[config.mk]
export PLATFORM = sky130hd
export DESIGN_NAME = ipd_ctrl_sat_flat
export DESIGN_NICKNAME = d
export VERILOG_FILES = /design/src/rtl/ipd_ctrl_sat_pkg.sv /design/src/rtl/ipd_ctrl_sat_if.sv /design/src/rtl/ipd_ctrl_sat_sat.sv /design/src/rtl/ipd_ctrl_sat.sv /design/src/flat_wrapper.sv
export SDC_FILE = /design/constraint.sdc
export NUM_CORES = 2
export LEC_CHECK = 0
export CAP_MARGIN = 20
export CORE_MARGIN = 2
export CORE_UTILIZATION = 46
export DETAILED_ROUTE_END_ITERATION = 10
export HOLD_SLACK_MARGIN = 0.02
export SYNTH_ARGS = -nofsm -noshare
export SYNTH_HDL_FRONTEND = slang
export SYNTH_SLANG_ARGS = --single-unit
[constraint.sdc]
create_clock -name Clk_G -period 8.9 [get_ports Clk_G]
set_clock_uncertainty 0.05 [all_clocks]
set_input_delay 2.67 -clock Clk_G [delete_from_list [all_inputs] [get_ports Clk_G]]
set_output_delay 2.67 -clock Clk_G [all_outputs]
set_load 0.005 [all_outputs]
[src/rtl/ipd_ctrl_sat_pkg.sv]
// Shared types and helpers for the saturating I-PD/PID servo controller.
package ipd_ctrl_sat_pkg;

  typedef enum logic [2:0] {
    ST_IDLE     = 3'd0,
    ST_SAMPLE   = 3'd1,
    ST_MUL      = 3'd2,
    ST_ACC      = 3'd3,
    ST_OUT      = 3'd4,
    ST_WAIT_LOW = 3'd5
  } state_t;

  // Accumulator width: a W x (W+1) product plus headroom for summing three terms.
  function automatic int acc_w(input int w);
    return 2 * w + 4;
  endfunction

  function automatic logic signed [63:0] clamp64(input logic signed [63:0] v,
                                                 input logic signed [63:0] lo,
                                                 input logic signed [63:0] hi);
    if (v > hi)      return hi;
    else if (v < lo) return lo;
    else             return v;
  endfunction

endpackage

[src/rtl/ipd_ctrl_sat_if.sv]
// Sample/gain/result bundle between the sample receiver, the controller and the PWM stage.
// Handshake: Rx_En high in IDLE starts one sample; Busy stays high until Rx_En is seen low
// after the result; Y_Vld pulses for exactly one cycle when Yk/Sat take a new value.
interface ipd_ctrl_sat_if #(
    parameter int W     = 16,
    parameter int OUT_W = 16
);
    logic                    Rx_En;
    logic signed [W-1:0]     Pot;
    logic signed [W-1:0]     Ref;
    logic                    Mode;
    logic                    Ld_Gain;
    logic signed [W-1:0]     Kp_In;
    logic signed [W-1:0]     Ki_In;
    logic signed [W-1:0]     Kd_In;
    logic signed [OUT_W-1:0] Yk;
    logic                    Y_Vld;
    logic                    Busy;
    logic                    Sat;

    modport master (
        output Rx_En, Pot, Ref, Mode, Ld_Gain, Kp_In, Ki_In, Kd_In,
        input  Yk, Y_Vld, Busy, Sat
    );

    modport slave (
        input  Rx_En, Pot, Ref, Mode, Ld_Gain, Kp_In, Ki_In, Kd_In,
        output Yk, Y_Vld, Busy, Sat
    );
endinterface

[src/rtl/ipd_ctrl_sat_sat.sv]
// Combinational signed saturator: clips IN_W bits to the OUT_W two's-complement range.
module ipd_ctrl_sat_sat #(
    parameter int IN_W  = 36,
    parameter int OUT_W = 16
) (
    input  logic signed [IN_W-1:0]  din,
    output logic signed [OUT_W-1:0] dout,
    output logic                    clip
);
    // The value fits only when every bit above the output sign bit repeats it.
    always_comb begin
        clip = !((&din[IN_W-1:OUT_W-1]) || (~|din[IN_W-1:OUT_W-1]));
        if (!clip)
            dout = din[OUT_W-1:0];
        else if (din[IN_W-1])
            dout = {1'b1, {(OUT_W-1){1'b0}}};
        else
            dout = {1'b0, {(OUT_W-1){1'b1}}};
    end
endmodule

[src/rtl/ipd_ctrl_sat.sv]
// Multi-cycle I-PD/PID servo controller with loadable gains, integrator anti-windup and
// output saturation. One result per Rx_En strobe, four edges after the strobe is seen.
module ipd_ctrl_sat
    import ipd_ctrl_sat_pkg::*;
#(
    parameter int W     = 16,
    parameter int FRAC  = 0,
    parameter int OUT_W = 16,
    parameter int I_LIM = 30000,
    parameter int KP0   = 18,
    parameter int KI0   = 7,
    parameter int KD0   = 150
) (
    input  logic           Clk_G,
    input  logic           Rst_G,
    ipd_ctrl_sat_if.slave  bus,
    output state_t         Dbg_State
);
    localparam int ACC_W = acc_w(W);
    localparam int WE    = W + 1;

    state_t state_q, state_d;

    logic signed [W-1:0]     kp_r, ki_r, kd_r;
    logic signed [WE-1:0]    ek_r, dp_r;
    logic signed [W-1:0]     pot_s, pot_prev;
    logic                    mode_s;
    logic signed [ACC_W-1:0] p_r, d_r, kie_r, i_r, s_r;
    logic signed [ACC_W-1:0] i_new, s_shift;
    logic signed [WE-1:0]    p_sel;
    logic signed [OUT_W-1:0] yk_r, yk_sat;
    logic                    sat_r, vld_r, clip;

    always_ff @(posedge Clk_G) begin
        if (!Rst_G) state_q <= ST_IDLE;
        else        state_q <= state_d;
    end

    always_comb begin
        state_d = state_q;
        case (state_q)
            ST_IDLE:     if (bus.Rx_En) state_d = ST_SAMPLE;
            ST_SAMPLE:   state_d = ST_MUL;
            ST_MUL:      state_d = ST_ACC;
            ST_ACC:      state_d = ST_OUT;
            ST_OUT:      state_d = ST_WAIT_LOW;
            ST_WAIT_LOW: if (!bus.Rx_En) state_d = ST_IDLE;
            default:     state_d = ST_IDLE;
        endcase
    end

    // P acts on the error only in PID mode; I-PD keeps P on the measurement.
    always_comb begin
        p_sel   = mode_s ? ek_r : WE'(pot_s);
        i_new   = ACC_W'(clamp64(64'(i_r + kie_r), 64'(-I_LIM), 64'(I_LIM)));
        s_shift = s_r >>> FRAC;
    end

    ipd_ctrl_sat_sat #(.IN_W(ACC_W), .OUT_W(OUT_W)) u_sat (
        .din  (s_shift),
        .dout (yk_sat),
        .clip (clip)
    );

    always_ff @(posedge Clk_G) begin
        if (!Rst_G) begin
            kp_r     <= W'(KP0);
            ki_r     <= W'(KI0);
            kd_r     <= W'(KD0);
            ek_r     <= '0;
            dp_r     <= '0;
            pot_s    <= '0;
            pot_prev <= '0;
            mode_s   <= 1'b0;
            p_r      <= '0;
            d_r      <= '0;
            kie_r    <= '0;
            i_r      <= '0;
            s_r      <= '0;
            yk_r     <= '0;
            sat_r    <= 1'b0;
            vld_r    <= 1'b0;
        end else begin
            vld_r <= 1'b0;
            case (state_q)
                ST_IDLE: begin
                    if (bus.Ld_Gain) begin
                        kp_r <= bus.Kp_In;
                        ki_r <= bus.Ki_In;
                        kd_r <= bus.Kd_In;
                    end
                end
                ST_SAMPLE: begin
                    ek_r   <= WE'(bus.Ref) - WE'(bus.Pot);
                    dp_r   <= WE'(bus.Pot) - WE'(pot_prev);
                    pot_s  <= bus.Pot;
                    mode_s <= bus.Mode;
                end
                ST_MUL: begin
                    p_r   <= ACC_W'(kp_r) * ACC_W'(p_sel);
                    d_r   <= ACC_W'(kd_r) * ACC_W'(dp_r);
                    kie_r <= ACC_W'(ki_r) * ACC_W'(ek_r);
                end
                ST_ACC: begin
                    i_r      <= i_new;
                    pot_prev <= pot_s;
                    s_r      <= i_new - p_r - d_r;
                end
                ST_OUT: begin
                    yk_r  <= yk_sat;
                    sat_r <= clip;
                    vld_r <= 1'b1;
                end
                default: ;
            endcase
        end
    end

    assign bus.Yk    = yk_r;
    assign bus.Sat   = sat_r;
    assign bus.Y_Vld = vld_r;
    assign bus.Busy  = (state_q != ST_IDLE);
    assign Dbg_State = state_q;
endmodule

[src/flat_wrapper.sv]
// flat-port wrapper written by rule: the top's interface ports become plain ports
module ipd_ctrl_sat_flat import ipd_ctrl_sat_pkg::*;
#(
    parameter int W     = 16,
    parameter int FRAC  = 0,
    parameter int OUT_W = 16,
    parameter int I_LIM = 30000,
    parameter int KP0   = 18,
    parameter int KI0   = 7,
    parameter int KD0   = 150
)
  (Clk_G, Rst_G, Dbg_State, bus_Rx_En, bus_Pot, bus_Ref, bus_Mode, bus_Ld_Gain, bus_Kp_In, bus_Ki_In, bus_Kd_In, bus_Yk, bus_Y_Vld, bus_Busy, bus_Sat);
  ipd_ctrl_sat_if #(.W(W), .OUT_W(OUT_W)) bus_i ();
  input  logic Clk_G;
  input  logic Rst_G;
  output state_t Dbg_State;
  input wire logic [$bits(bus_i.Rx_En)-1:0] bus_Rx_En;
  input wire logic [$bits(bus_i.Pot)-1:0] bus_Pot;
  input wire logic [$bits(bus_i.Ref)-1:0] bus_Ref;
  input wire logic [$bits(bus_i.Mode)-1:0] bus_Mode;
  input wire logic [$bits(bus_i.Ld_Gain)-1:0] bus_Ld_Gain;
  input wire logic [$bits(bus_i.Kp_In)-1:0] bus_Kp_In;
  input wire logic [$bits(bus_i.Ki_In)-1:0] bus_Ki_In;
  input wire logic [$bits(bus_i.Kd_In)-1:0] bus_Kd_In;
  output wire logic [$bits(bus_i.Yk)-1:0] bus_Yk;
  output wire logic [$bits(bus_i.Y_Vld)-1:0] bus_Y_Vld;
  output wire logic [$bits(bus_i.Busy)-1:0] bus_Busy;
  output wire logic [$bits(bus_i.Sat)-1:0] bus_Sat;
  assign bus_i.Rx_En = bus_Rx_En;
  assign bus_i.Pot = bus_Pot;
  assign bus_i.Ref = bus_Ref;
  assign bus_i.Mode = bus_Mode;
  assign bus_i.Ld_Gain = bus_Ld_Gain;
  assign bus_i.Kp_In = bus_Kp_In;
  assign bus_i.Ki_In = bus_Ki_In;
  assign bus_i.Kd_In = bus_Kd_In;
  assign bus_Yk = bus_i.Yk;
  assign bus_Y_Vld = bus_i.Y_Vld;
  assign bus_Busy = bus_i.Busy;
  assign bus_Sat = bus_i.Sat;
  ipd_ctrl_sat #(.W(W), .FRAC(FRAC), .OUT_W(OUT_W), .I_LIM(I_LIM), .KP0(KP0), .KI0(KI0), .KD0(KD0)) u_core (.Clk_G(Clk_G), .Rst_G(Rst_G), .bus(bus_i), .Dbg_State(Dbg_State));
endmodule
==> flow_summary.json <==
{
  "synth.net_count": 6889,
  "die_w_microns": 326,
  "cp-end-kind": "flip-flop",
  "grt_usage_pct": 25.8,
  "worst_slew_pin_slew_ns": 0.969,
  "hold_depth": 2,
  "p_sw_share_pct": 49.1,
  "slowest_stage": "or4b_2",
  "synth_edf_count": 0,
  "start_util_pct": 46.2,
  "grt_max_degree": 97,
  "hp-start": "u_core.p_r[7]",
  "reg2regPathDepth": 32,
  "vias": 36800,
  "min_period_over_period_pct": 92.4,
  "synth_area_sq_mm": 0.0477,
  "final_cell_mix": "inv_1, nand2_1, fa_1",
  "critPathLaunchType": "flip-flop",
  "cts_setup_buffers": 0,
  "power_frac_seq_pct": 17.4,
  "layout.nets": 6872,
  "cp.arrival_ns": 8.72,
  "routabilityCongestion": 0.901,
  "leakage_nw": 22.2,
  "layout_commonest_cell": "inv_1",
  "power.share.clock_pct": 17.8,
  "synth_warnings": 0,
  "place_ws_ns": 0.577,
  "clockBufferDepth": 3,
  "routedWlPerCell_microns": 19.3,
  "antenna_found_initial": 0,
  "power.density_mw_per_mm2": 191,
  "cp_max_fo": 6,
  "cts_buffers": 43,
  "insertedDiodeCount": 0,
  "p_sw_mw": 4.85,
  "syn-mean-instance-area_sq_um": 8.55,
  "cts_tree": "yes",
  "critPathRequiredTime_ns": 9.40,
  "drive_gt1_share_pct": 4.04,
  "io_buffers": 106,
  "cts_hold_buf": 0,
  "hold_path.class": "reg2reg",
  "htreeDepth": 2,
  "fillers": 9895,
  "syn_to_final_growth_pct": 8.19,
  "avgViaCountPerCell": 5.27,
  "die_h_microns": 326,
  "slew_viol_final": 0,
  "dieArea_sq_mm": 0.106,
  "max_stage_delay_ns": 0.64,
  "worstSkewPairLatency_ns": 0.64,
  "ys_seq_area_share_pct": 12.9,
  "comb_power_share_pct": 64.8,
  "vdd_drop_max_uv": 166,
  "detail-route-antenna-nets": 0,
  "drt_iter0_drc": 2479,
  "fin_crit_ns": 8.22,
  "synth_cell_types": 87,
  "cts_root_buffer": "clkbuf_16",
  "synth-seq-cells": 307,
  "clock.fmax_mhz": 122,
  "fin_ws_ns": 0.681,
  "grt_overflow_total": 0,
  "post-dp-hpwl_mm": 108,
  "final_hold_viol_count": 0,
  "maxCapViolCount": 0,
  "post_cts_resized": 0,
  "cts_sinks": 307,
  "ys.flop_type": "dfxtp_1",
  "coreArea_sq_mm": 0.103,
  "finalSetupTns_ns": 0,
  "floorplan.io_pins": 107,
  "finalSetupViolCount": 0,
  "grt_pass1_wl_mm": 215,
  "path_common_cell": "a21oi_1",
  "rsz0062_at_grt": "no",
  "status": "finished clean",
  "r2r_setup_slack_ns": 0.68,
  "p_int_mw": 5.02,
  "worstReg2RegStart": "u_core.i_r[0]",
  "final_util_pct": 50.0,
  "synthArstFlopShare_pct": 0,
  "num_rows": 118,
  "drtPass1Iterations": 6,
  "postSynthCellCount": 5582,
  "path_class": "reg2reg",
  "drcViolationCount": 0,
  "clk_pin_slew_ns": 0.06,
  "setup.worst_path.start": "u_core.i_r[0]",
  "grt_pass1_vias": 37800,
  "totalWireLength_mm": 134,
  "timing.slew.headroom_pct": 35.3
}
[area by class of cell]
| cell class | instances | area [sq um] | share of cell area (%) |
|---|---|---|---|
| clock buffer | 54 | 1150 | 2.22 |
| clock inverter | 21 | 263 | 0.509 |
| sequential | 307 | 6150 | 11.9 |
| inverter | 1038 | 3900 | 7.56 |
| tap | 1380 | 1730 | 3.34 |
| timing repair buffer | 191 | 1690 | 3.28 |
| multi-input combinational | 3984 | 36700 | 71.2 |
[power by group through the flow]
stage                     clock, mW  sequential [mW]  combinational, mW
after floorplan                   0             1.61               4.55
after global placement            0             1.74               6.26
after detailed placement          0             1.74               6.30
after CTS                      1.80             1.71               6.34
after global routing           1.85             1.74               7.16
final                          1.76             1.72               6.40
[worst max-delay path, delay by kind of cell, from the launching register on]
kind                     cells  cell delay (ns)
XOR/XNOR                     2             0.39
flip-flops                   1             0.34
AND/OR/NAND/NOR              8             2.20
multiplexers                 1             0.27
AO/OA/AOI/OAI               16             3.41
adder cells (fa/ha/maj)      4             1.39
buffers and inverters        1             0.06
[sequential cells by signal, indices dropped and copies added (netlist names), 17 cells and up]
register and flops:
u_core.ek_r 17, u_core.kie_r 33, u_core.i_r 36, u_core.d_r 33
u_core.s_r 36, u_core.dp_r 17, u_core.p_r 33
[metrics by stage]
| step | cell area (sq um) | hold WS [ns] | cells | power, mW |
|---|---|---|---|---|
| floorplan | 47700 | 0.382 | 5582 | 6.16 |
| global placement | 50200 | 0.389 | 6900 | 7.99 |
| detailed placement | 50200 | 0.396 | 6900 | 8.04 |
| CTS | 51600 | 0.402 | 6975 | 9.85 |
| global route | 51600 | 0.411 | 6975 | 10.7 |
| finish | 51600 | 0.400 | 6975 | 9.87 |
[metal layers]
layer / vias up / routed length [microns] / global-route usage [%] / part of all wire [%]
met3: 167 / 9240 / 4.14 / 6.9
li1: 17200 / - / - / -
met2: 1099 / 58400 / 39.4 / 43
met1: 18300 / 63000 / 38.0 / 47
met5: - / 0 / 0 / 0
met4: 0 / 3680 / 7.03 / 2.7
[synth_stat cells (all sizes together), types with 4 or more instances]
| master | number | area (sq um) |
|---|---|---|
| a21oi | 376 | 1900 |
| mux2 | 15 | 169 |
| ha | 356 | 4450 |
| nand2b | 59 | 369 |
| a21boi | 13 | 97.6 |
| o21a | 19 | 143 |
| a21o | 71 | 533 |
| o21ai | 137 | 689 |
| a311o | 4 | 40.0 |
| o211ai | 5 | 37.5 |
| a211oi | 31 | 258 |
| dfxtp | 307 | 6150 |
| inv | 1038 | 3900 |
| and4 | 7 | 61.3 |
| a31oi | 24 | 150 |
| xnor2 | 118 | 1030 |
| mux2i | 9 | 90.1 |
| a2111oi | 9 | 85.1 |
| o21bai | 27 | 203 |
| and2 | 323 | 2020 |
| nand2 | 920 | 3450 |
| nand3 | 77 | 390 |
| nor3b | 17 | 144 |
| clkbuf | 235 | 885 |
| a41oi | 7 | 61.3 |
| nor2b | 28 | 175 |
| xor2 | 49 | 429 |
| buf | 18 | 83.8 |
| fa | 866 | 17300 |
| nand3b | 14 | 105 |
| nand4 | 19 | 119 |
| nor4 | 13 | 81.3 |
| o31a | 8 | 70.1 |
| nor3 | 40 | 200 |
| or2 | 28 | 175 |
| or4b | 4 | 47.6 |
| a211o | 10 | 87.6 |
| or3 | 28 | 175 |
| nor2 | 180 | 676 |
| o31ai | 4 | 40.0 |
| and3 | 21 | 131 |
[path summary, 6_finish.rpt]
kind	end
setup reg to reg	u_core.s_r[34]
hold / removal	u_core.p_r[7]
setup / recovery	u_core.s_r[34]
hold reg to reg	u_core.p_r[7]
[cells by family (layout without fill, tap and decap cells)]
logic type | Yosys count | in the layout | synth area share, %
mux | 24 | 24 | 0.543
compound gates | 776 | 776 | 9.85
fa+ha+maj | 1222 | 1222 | 45.7
simple gates | 1795 | 1795 | 17.8
xor+xnor | 167 | 167 | 3.07
flops | 307 | 307 | 12.9
buf+inv | 1291 | 1304 | 10.2
Note: power is estimated with default switching activity, not from simulation.
